File: src/rtl/demux2_stream.sv
// demux2_stream: routes one valid/ready input stream to one of two output
// streams. in_sel steers each beat. Each output has its own 2-entry FIFO, so
// a stalled consumer on one side never blocks beats bound for the other.
//
// Ports:
//   clk, rst             rising-edge clock, synchronous active-high reset
//   in_valid/in_ready    input handshake; in_sel picks destination (0/1)
//   in_data              input payload
//   out0_valid/ready     out0 handshake; out0_data is the buffer head
//   out1_valid/ready     out1 handshake; out1_data is the buffer head
//   cnt0, cnt1           wrap-around count of beats accepted into each output
module demux2_stream #(
  parameter int unsigned WIDTH   = 32,
  parameter int unsigned COUNT_W = 16
) (
  input  logic               clk,
  input  logic               rst,
  input  logic               in_valid,
  output logic               in_ready,
  input  logic               in_sel,
  input  logic [WIDTH-1:0]   in_data,
  output logic               out0_valid,
  input  logic               out0_ready,
  output logic [WIDTH-1:0]   out0_data,
  output logic               out1_valid,
  input  logic               out1_ready,
  output logic [WIDTH-1:0]   out1_data,
  output logic [COUNT_W-1:0] cnt0,
  output logic [COUNT_W-1:0] cnt1
);

  // Per-output storage: slot e0 is always the head, e1 the second entry.
  logic [WIDTH-1:0]   e0  [2];
  logic [WIDTH-1:0]   e1  [2];
  logic [1:0]         occ [2];
  logic [COUNT_W-1:0] cnt [2];

  logic [1:0] ready;
  logic [1:0] push;
  logic [1:0] pop;

  assign ready = {out1_ready, out0_ready};

  always_comb begin
    pop = '0;
    for (int unsigned k = 0; k < 2; k++) begin
      pop[k] = (occ[k] != 2'd0) && ready[k];
    end
  end

  // A full buffer still accepts when its head leaves in the same cycle.
  assign in_ready = in_sel ? ((occ[1] != 2'd2) || pop[1])
                           : ((occ[0] != 2'd2) || pop[0]);

  assign push = {in_valid && in_ready && in_sel,
                 in_valid && in_ready && !in_sel};

  always_ff @(posedge clk) begin
    if (rst) begin
      for (int unsigned k = 0; k < 2; k++) begin
        occ[k] <= '0;
        e0[k]  <= '0;
        e1[k]  <= '0;
        cnt[k] <= '0;
      end
    end else begin
      for (int unsigned k = 0; k < 2; k++) begin
        if (push[k]) cnt[k] <= cnt[k] + 1'b1;
        case ({push[k], pop[k]})
          2'b10: begin
            if (occ[k] == 2'd0) e0[k] <= in_data;
            else                e1[k] <= in_data;
            occ[k] <= occ[k] + 2'd1;
          end
          2'b01: begin
            // Popping the last entry leaves the head register untouched so
            // out_data holds its last value while empty.
            if (occ[k] == 2'd2) e0[k] <= e1[k];
            occ[k] <= occ[k] - 2'd1;
          end
          2'b11: begin
            if (occ[k] == 2'd2) begin
              e0[k] <= e1[k];
              e1[k] <= in_data;
            end else begin
              e0[k] <= in_data;
            end
          end
          default: ;
        endcase
      end
    end
  end

  assign out0_valid = (occ[0] != 2'd0);
  assign out1_valid = (occ[1] != 2'd0);
  assign out0_data  = e0[0];
  assign out1_data  = e0[1];
  assign cnt0       = cnt[0];
  assign cnt1       = cnt[1];

endmodule

File: config.mk
export PLATFORM = sky130hd
export DESIGN_NAME = demux2_stream
export DESIGN_NICKNAME = d
export VERILOG_FILES = /design/src/rtl/demux2_stream.sv
export SDC_FILE = /design/constraint.sdc
export NUM_CORES = 1
export LEC_CHECK = 0
export ABC_AREA = 0
export CORE_MARGIN = 5
export CORE_UTILIZATION = 40
export CTS_CLUSTER_DIAMETER = 30
export DETAILED_ROUTE_END_ITERATION = 16
export SYNTH_ARGS = -nofsm -noshare
export SYNTH_HDL_FRONTEND = slang
export SYNTH_SLANG_ARGS = --single-unit
File: constraint.sdc
create_clock -name clk -period 7.9 [get_ports clk]
set_clock_uncertainty 0.15 [all_clocks]
set_input_delay 1.58 -clock clk [delete_from_list [all_inputs] [get_ports clk]]
set_output_delay 1.58 -clock clk [all_outputs]
set_load 0.03 [all_outputs]
Yosys cells after proc, flatten, opt, wreduce, memory -nomap -nowiden
Memories as Yosys holds them, arrays and structs flattened.
Index checks and enable logic that the tools add are counted.

operators by class
  $add $sub $neg = 6
  mux-type cells = 77
  equal/unequal tests = 10
  reductions and logical operators = 12
  bitwise logic cells = 18

operator list
  kind                   count
  $mux 32                12
  $mux 1                 59
  $add 16x1->16 const B  2
  $mux 16                2
  $or 1x1->1             18
  $eq 2x2->1 const B     6
  $mux 2                 4
  $logic_and 1x1->1      5
  $add 2x1->2 const B    2
  $eq 2x1->1 const B     2
  $logic_not 2->1        2
  $ne 2x2->1 const B     2
  $reduce_bool 2->1      2
  $sub 2x1->2 const B    2
  $logic_or 1x1->1       2
  $logic_not 1->1        1

word-level totals
  logic and storage cells = 127
  memory bits (writable) = 164
  input port bits = 38
  memories kept = 4
  register bits after elaboration = 0
  output and inout bits = 99

memories
  name  words  width  read ports  clocked after Yosys merged registers in  wr ports  line  text
  e0    2      32     2           0                                        2         33    logic [WIDTH-1:0] e0 [2];
  e1    2      32     2           0                                        2         34    logic [WIDTH-1:0] e1 [2];
  cnt   2      16     2           0                                        2         36    logic [COUNT_W-1:0] cnt [2];
  occ   2      2      2           0                                        2         35    logic [1:0] occ [2];

Depth between registers and ports, before layout
Gate-level depths: netlist of run 1.

  word-level depth = 14
  mapped depth = 9

Worst setup path after synthesis of run 1
OpenSTA, ideal clock, no wires.

  path kind = input -> register
  from = input in_sel
  to = memory e0[0][0] (enable)
  cell stages on the path = 6
  arrival time = 4.420 ns
  slack = 2.865 ns
  path buffers = 2
  data required time = 7.284 ns
  path through = buf_2 > nand2b_1 > buf_2 > nor2_1 > a21oi_1 > o21ai_0

RTL lines
  item                line  text
  start: declaration  20    input logic in_sel,
  end: declaration    33

Final worst setup path of run 1
  from = input out1_ready
  to = output in_ready

on the way
  longest elaborated chain between the ends = 3

ends and longest elaborated chain
  item                line  text
  start: declaration  26    input logic out1_ready,
  $logic_and 1x1->1   47    pop[k] = (occ[k] != 2'd0) && ready[k];
  $logic_or 1x1->1    52    assign in_ready = in_sel ? ((occ[1] != 2'd2) || pop[1])
  $mux 1              52
  end: declaration    19    output logic in_ready,

Every way passes these cells.

==> reports/results.ini, run 1 <==
[routing]
wl_per_cell_um=19.4
drt-pass1-iter-count=6
drcViolationCount=0
viasPerCell=5.36
ant_nets=0
drt-initial-drc-count=234
vias=4870
routed_wl_um=17700

[power_and_ir_drop]
power_density_nw_per_um2=255
ir_drop_mv=0.156
p_leak_uw=0.00330

[yosys]
netlist-cell-type-count=42
ys_seq_elements=164
netlist_instances=545
synth_nets=587
syn_area_sq_um=7350
synth-async-reset-ratio_pct=0
ys.flop_type=edfxtp_1
synth.avg_cell_area_sq_um=13.5
synth-edff-count=164
yosys_warnings=0
ys_seq_area_share_pct=67.0

[global_routing]
antenna_found_initial=0
grt_start_max_net_pins=35
grt_usage_pct=16.6
grt_pass1_vias=4976
grt_pass1_wl_um=28000
gr-total-overflow=0

[worst_hold_path]
hold_depth=1
hold_class=reg2reg

[clock_tree]
numCtsBuffers=17
clock-sinks=164
htree_num_levels=4
clkLatencyLatePin_ps=420
hold_buffers=0
postCtsSetupBuffers=0
path_clk_slew_ps=60
cts_buffer_depth=2
ctsResizeCount=0
root_buffer=clkbuf_16
tritoncts=built

[sta]
fmax_mhz=193
final.setup.tns_ps=0
maxSlewViolCount=0
setup_viol=0
rsz0062_at_grt=false
hold_viol_final=0
min_period_over_period_pct=65.7
fin_crit_ps=5190
relSlewSlack_pct=16.3
worst_slew_pin_slew_ps=1250
setup_ws_ps=2710

[place]
port_buffers=136
placedCellCount=877
gp_congestion=0.786
dp_hpwl_um=11100
post-place-ws_ps=2710

[worst_setup_path]
r2r_slack_ps=4700
critical_path_class=in2out
arrival_ps=3460
critPathLaunchType=input pin
path_max_fanout=10
crit_path_end_kind=output pin
r2r_cells=6
worstPathRequired_ps=6170

[outcome]
outcome=finished clean

[die]
io_pins=137
die_w_um=146
dieHeight_um=146
fp.coreArea_sq_um=18000
initial_utilization_pct=40.8
dieArea_sq_um=21200
rows=49

[final_layout]
drive_gt1_share_pct=7.07
syn_to_final_growth_pct=30.1
final_cell_count_no_fill=908
nNetsFinal=709
num_antenna_cells=0

[flow_run]
maxCapViolations=0

cell type report:
class,instances,area [sq um]
fillers,1554,8460
multi-input cells,332,2310
flip-flops and latches,164,4920
clock inverters,14,183
inverters,11,41.3
clock buffers,17,425
well taps,229,287
repair buffers,141,1400
stage by stage:
step | power [uW] | utilization (%) | hold WS [ps] | area, sq um
global route | 2530 | 53.1 | 402 | 9570
floorplan | 1390 | - | 368 | 7350
finish | 2440 | 53.1 | 390 | 9570
global placement | 1590 | 49.7 | 375 | 8960
detailed placement | 1600 | 49.7 | 380 | 8960
CTS | 2460 | 53.1 | 389 | 9570
layer usage:
| layer | vias up | GRT usage (%) | wire length (um) |
|---|---|---|---|
| met5 | - | 0 | 0 |
| met4 | 0 | 4.76 | 223 |
| met3 | 17 | 5.48 | 1240 |
| met2 | 160 | 27.7 | 8630 |
| met1 | 2430 | 20.8 | 7570 |
| li1 | 2263 | - | - |
kinds of logic after synthesis:
family                     Yosys count  share of synthesized area (%)
xor gates and xnor gates            28                           3.33
AOI/OAI and AO/OA                   97                           8.90
adders and majority gates            4                          0.681
buffers and inverters               49                           2.89
and+or+nand+nor                    171                           12.9
muxes                               32                           4.36
DFF                                164                           67.0
Yosys cell counts, drive strengths merged (11+ instances only):
cell type | number | area share (%)
edfxtp | 164 | 67
a21oi | 46 | 3.2
nor2 | 39 | 2.0
and2 | 36 | 3.1
nor2b | 33 | 2.8
a22o | 32 | 3.8
mux2i | 32 | 4.4
clkbuf | 27 | 1.4
xor2 | 16 | 1.9
xnor2 | 12 | 1.4
buf | 11 | 0.95
inv | 11 | 0.56
report_power, final:
part / switching (uW) / internal, uW / total [uW] / leakage [uW]
Clock: 334 / 525 / 859 / 0.000294
Sequential: 46.8 / 1070 / 1120 / 0.00173
Combinational: 288 / 177 / 465 / 0.00128
critical path, cell delays in order:
cell             delay, ps
clkdlybuf4s50_1        560
nand2b_1               260
and3_1                 270
a21oi_1                100
clkdlybuf4s50_1        680
final timing paths:
path | to | start
max | in_ready | out1_ready
max reg2reg | e0[1][16]$_DFFE_PP_ | occ[1][0]$_DFFE_PP_
min reg2reg | e0[0][17]$_SDFFCE_PP0P_ | e1[0][17]$_DFFE_PP_
min | e0[0][17]$_SDFFCE_PP0P_ | e1[0][17]$_DFFE_PP_
cells in the final DEF (no fill, tap or decap), types with 2 or more instances in the layout:
master,count
edfxtp_1,164
clkdlybuf4s50_1,136
a21oi_1,45
nor2_1,37
and2_1,36
nor2b_1,33
mux2i_1,32
a22o_1,32
clkbuf_16,17
xor2_1,16
xnor2_1,12
inv_1,10
nand2_1,10
nand3_1,10
nand4_1,9
nor3_1,7
nand2b_1,5
buf_4,5
nor4_1,4
and4_1,4
ha_1,4
clkinv_1,4
bufinv_16,4
o21ai_0,3
a211oi_1,3
and3_1,3
or3_1,2
nor2_4,2
nor3b_1,2
or2_2,2
o21bai_4,2
clkinv_4,2
inv_6,2
sequential cells by signal, indices dropped and copies added, names as in the netlist:
register	count
e0	64
e1	64
occ	4
cnt	32
Note: power is estimated with default switching activity, not from simulation.
==> run 2, diff against run 1 <==
Settings changed: PLACE_DENSITY set to 0.66.
Clock period 7.9 ns to 4.3 ns, I/O delays scaled along.
==> run 2 against run 1 <==
Compared with the run above: largest power group unchanged; final area up 0.10%; via count about the same; clock-buffer cell count unchanged; sequential power up 83%; non-clock buffer count up 6; highest routed layer unchanged; largest cell class unchanged; register-to-register slack worse by 3300 ps; die area unchanged; power up 79%; first-iteration DRC count up 12%.
==> reports/results.ini, run 2 (synthesis results as in run 1) <==
[place]
port_buffers=136  ; unchanged
gp_congestion=0.800  ; +1.8%
dp_hpwl_um=11000  ; -0.77%
post-place-ws_ps=530  ; -2180 ps
postPlaceCellArea_sq_um=9020  ; +0.64%

[sta]
fmax_mhz=265
min_period_over_period_pct=87.7
final.setup.tns_ps=0  ; unchanged
setup_viol=0  ; unchanged
rsz0062_at_grt=false
relSlewSlack_pct=38.3  ; +22 points
fin_crit_ps=3770
hold_viol_final=0  ; unchanged
setup_ws_ps=529  ; -2180 ps
worst_slew_pin_slew_ps=925  ; -329 ps
maxSlewViolCount=0  ; unchanged

[routing]
ant_nets=0  ; unchanged
wl_per_cell_um=18.9  ; -2.9%
vias=4869  ; -0.021%
routed_wl_um=17200  ; -2.4%
viasPerCell=5.33  ; -0.57%
drcViolationCount=0  ; unchanged
drt-pass1-iter-count=5  ; -1
drt-initial-drc-count=261  ; +12%

[die]
dieArea_sq_um=21200  ; unchanged
dieHeight_um=146  ; unchanged
io_pins=137  ; unchanged
initial_utilization_pct=40.8  ; unchanged
fp.coreArea_sq_um=18000  ; unchanged
die_w_um=146  ; unchanged
rows=49  ; unchanged

[worst_setup_path]
worstPathRequired_ps=3290  ; -2880 ps
arrival_ps=2760  ; -700 ps
crit_path_end_kind=output pin
r2r_slack_ps=1410  ; -3290 ps
crit_start=out1_ready
r2r_end=cnt[0][7]$_SDFFCE_PN0P_
critPathLaunchType=input pin
r2r_start=occ[1][0]$_DFFE_PP_
endpoint=in_ready
critical_path_class=in2out
r2r_cells=7  ; +1
path_max_fanout=10  ; unchanged

[global_routing]
grt_pass1_wl_um=27200  ; -2.9%
antenna_found_initial=0  ; unchanged
grt_pass1_vias=5010  ; +0.68%
grt_start_max_net_pins=34  ; -2.9%
gr-total-overflow=0  ; unchanged
grt_usage_pct=16.1  ; -0.58 points

[power_and_ir_drop]
power_density_nw_per_um2=455  ; +78%
seqPwrFrac_pct=47.1  ; +1.4 points
sw_frac_of_total_pct=27.9  ; +0.47 points
power.switching_uw=1220  ; +82%
clockPowerShare_pct=33.2  ; -2.0 points
ir_drop_mv=0.289  ; +85%
p_leak_uw=0.00331  ; +0.23%
combPwrFrac_pct=19.7  ; +0.6 points
intPower_uw=3140  ; +77%

[clock_tree]
htree_num_levels=4  ; unchanged
clock-sinks=164  ; unchanged
tritoncts=built
postCtsSetupBuffers=0  ; unchanged
ctsResizeCount=0  ; unchanged
numCtsBuffers=17  ; unchanged
root_buffer=clkbuf_16
cts_buffer_depth=2  ; unchanged
path_clk_slew_ps=60  ; about the same
clkLatencyLatePin_ps=420  ; about the same
hold_buffers=0  ; unchanged

[final_layout]
layout_common_cells=edfxtp_1, clkdlybuf4s50_1, a21oi_1
seq_area_sq_um=4920  ; unchanged
reg_top3=e0 (64), e1 (64), cnt (32)
drive_gt1_share_pct=7.89  ; +0.83 points
fill_cells=1509  ; -2.9%
layout_commonest_cell=edfxtp_1
stdcell_area_sq_um=9580  ; +0.10%
nNetsFinal=715  ; +0.85%
multi_input_area_sq_um=2310  ; unchanged
syn_to_final_growth_pct=30.2
num_antenna_cells=0  ; unchanged

[flow_run]
maxCapViolations=0  ; unchanged

[worst_hold_path]
hold_class=reg2reg

[outcome]
outcome=finished clean

==> run 2: metrics by stage <==
step,instances,util [%],hold WS (ps),power (uW)
after floorplan,545,-,368,2550
after global placement,883,50.0,374,2930
after detailed placement,883,50.0,381,2950
after CTS,913,53.1,393,4400
after global routing,913,53.1,407,4520
final,913,53.1,394,4360
==> run 2: worst min-delay path by stage <==
stage / slack [ps] / to / cells after the start / startpoint
floorplan: 370 / e0[0][0]$_SDFFCE_PP0P_ / 1 / e1[0][0]$_DFFE_PP_
global placement: 370 / e0[0][17]$_SDFFCE_PP0P_ / 1 / e1[0][17]$_DFFE_PP_
detailed placement: 380 / e0[0][27]$_SDFFCE_PP0P_ / 1 / e1[0][27]$_DFFE_PP_
CTS: 390 / e0[0][2]$_SDFFCE_PP0P_ / 1 / e1[0][2]$_DFFE_PP_
global route: 410 / e0[0][25]$_SDFFCE_PP0P_ / 1 / e1[0][25]$_DFFE_PP_
finish: 390 / e0[0][17]$_SDFFCE_PP0P_ / 1 / e1[0][17]$_DFFE_PP_
==> run 2: power by group through the flow <==
stage / logic, uW / registers [uW] / clock network, uW
6_report: 858 / 2050 / 1450
5_1_grt: 910 / 2070 / 1540
4_1_cts: 868 / 2050 / 1480
3_5_place_dp: 865 / 2080 / 0
3_3_place_gp: 853 / 2080 / 0
2_1_floorplan: 268 / 2280 / 0
==> run 2: layout make-up <==
cell class / count / share of cell area (%)
inverter: 11 / 0.431
tap: 229 / 2.99
clock inverter: 13 / 1.41
clock buffer: 17 / 4.44
sequential: 164 / 51.4
multi-input combinational: 332 / 24.1
timing repair buffer: 147 / 15.2
==> run 2: metal layers <==
layer,track usage (%),vias to the layer above,part of all wire (%)
met3,4.89,18,6.9
met4,4.76,0,1.3
li1,-,2276,-
met5,0,-,0
met1,20.2,2420,43
met2,26.9,155,49
==> run 2: worst max-delay path, stage by stage <==
cell             delay (ps)
clkdlybuf4s50_1         570
nand2b_1                250
and3_1                  260
a21oi_1                 110
clkdlybuf4s50_1         700
==> run 3, diff against run 2 <==
Settings changed: SLEW_MARGIN set to 20.
==> results of run 3 <==
Final layout, timing and power as in run 2 (identical DEF).
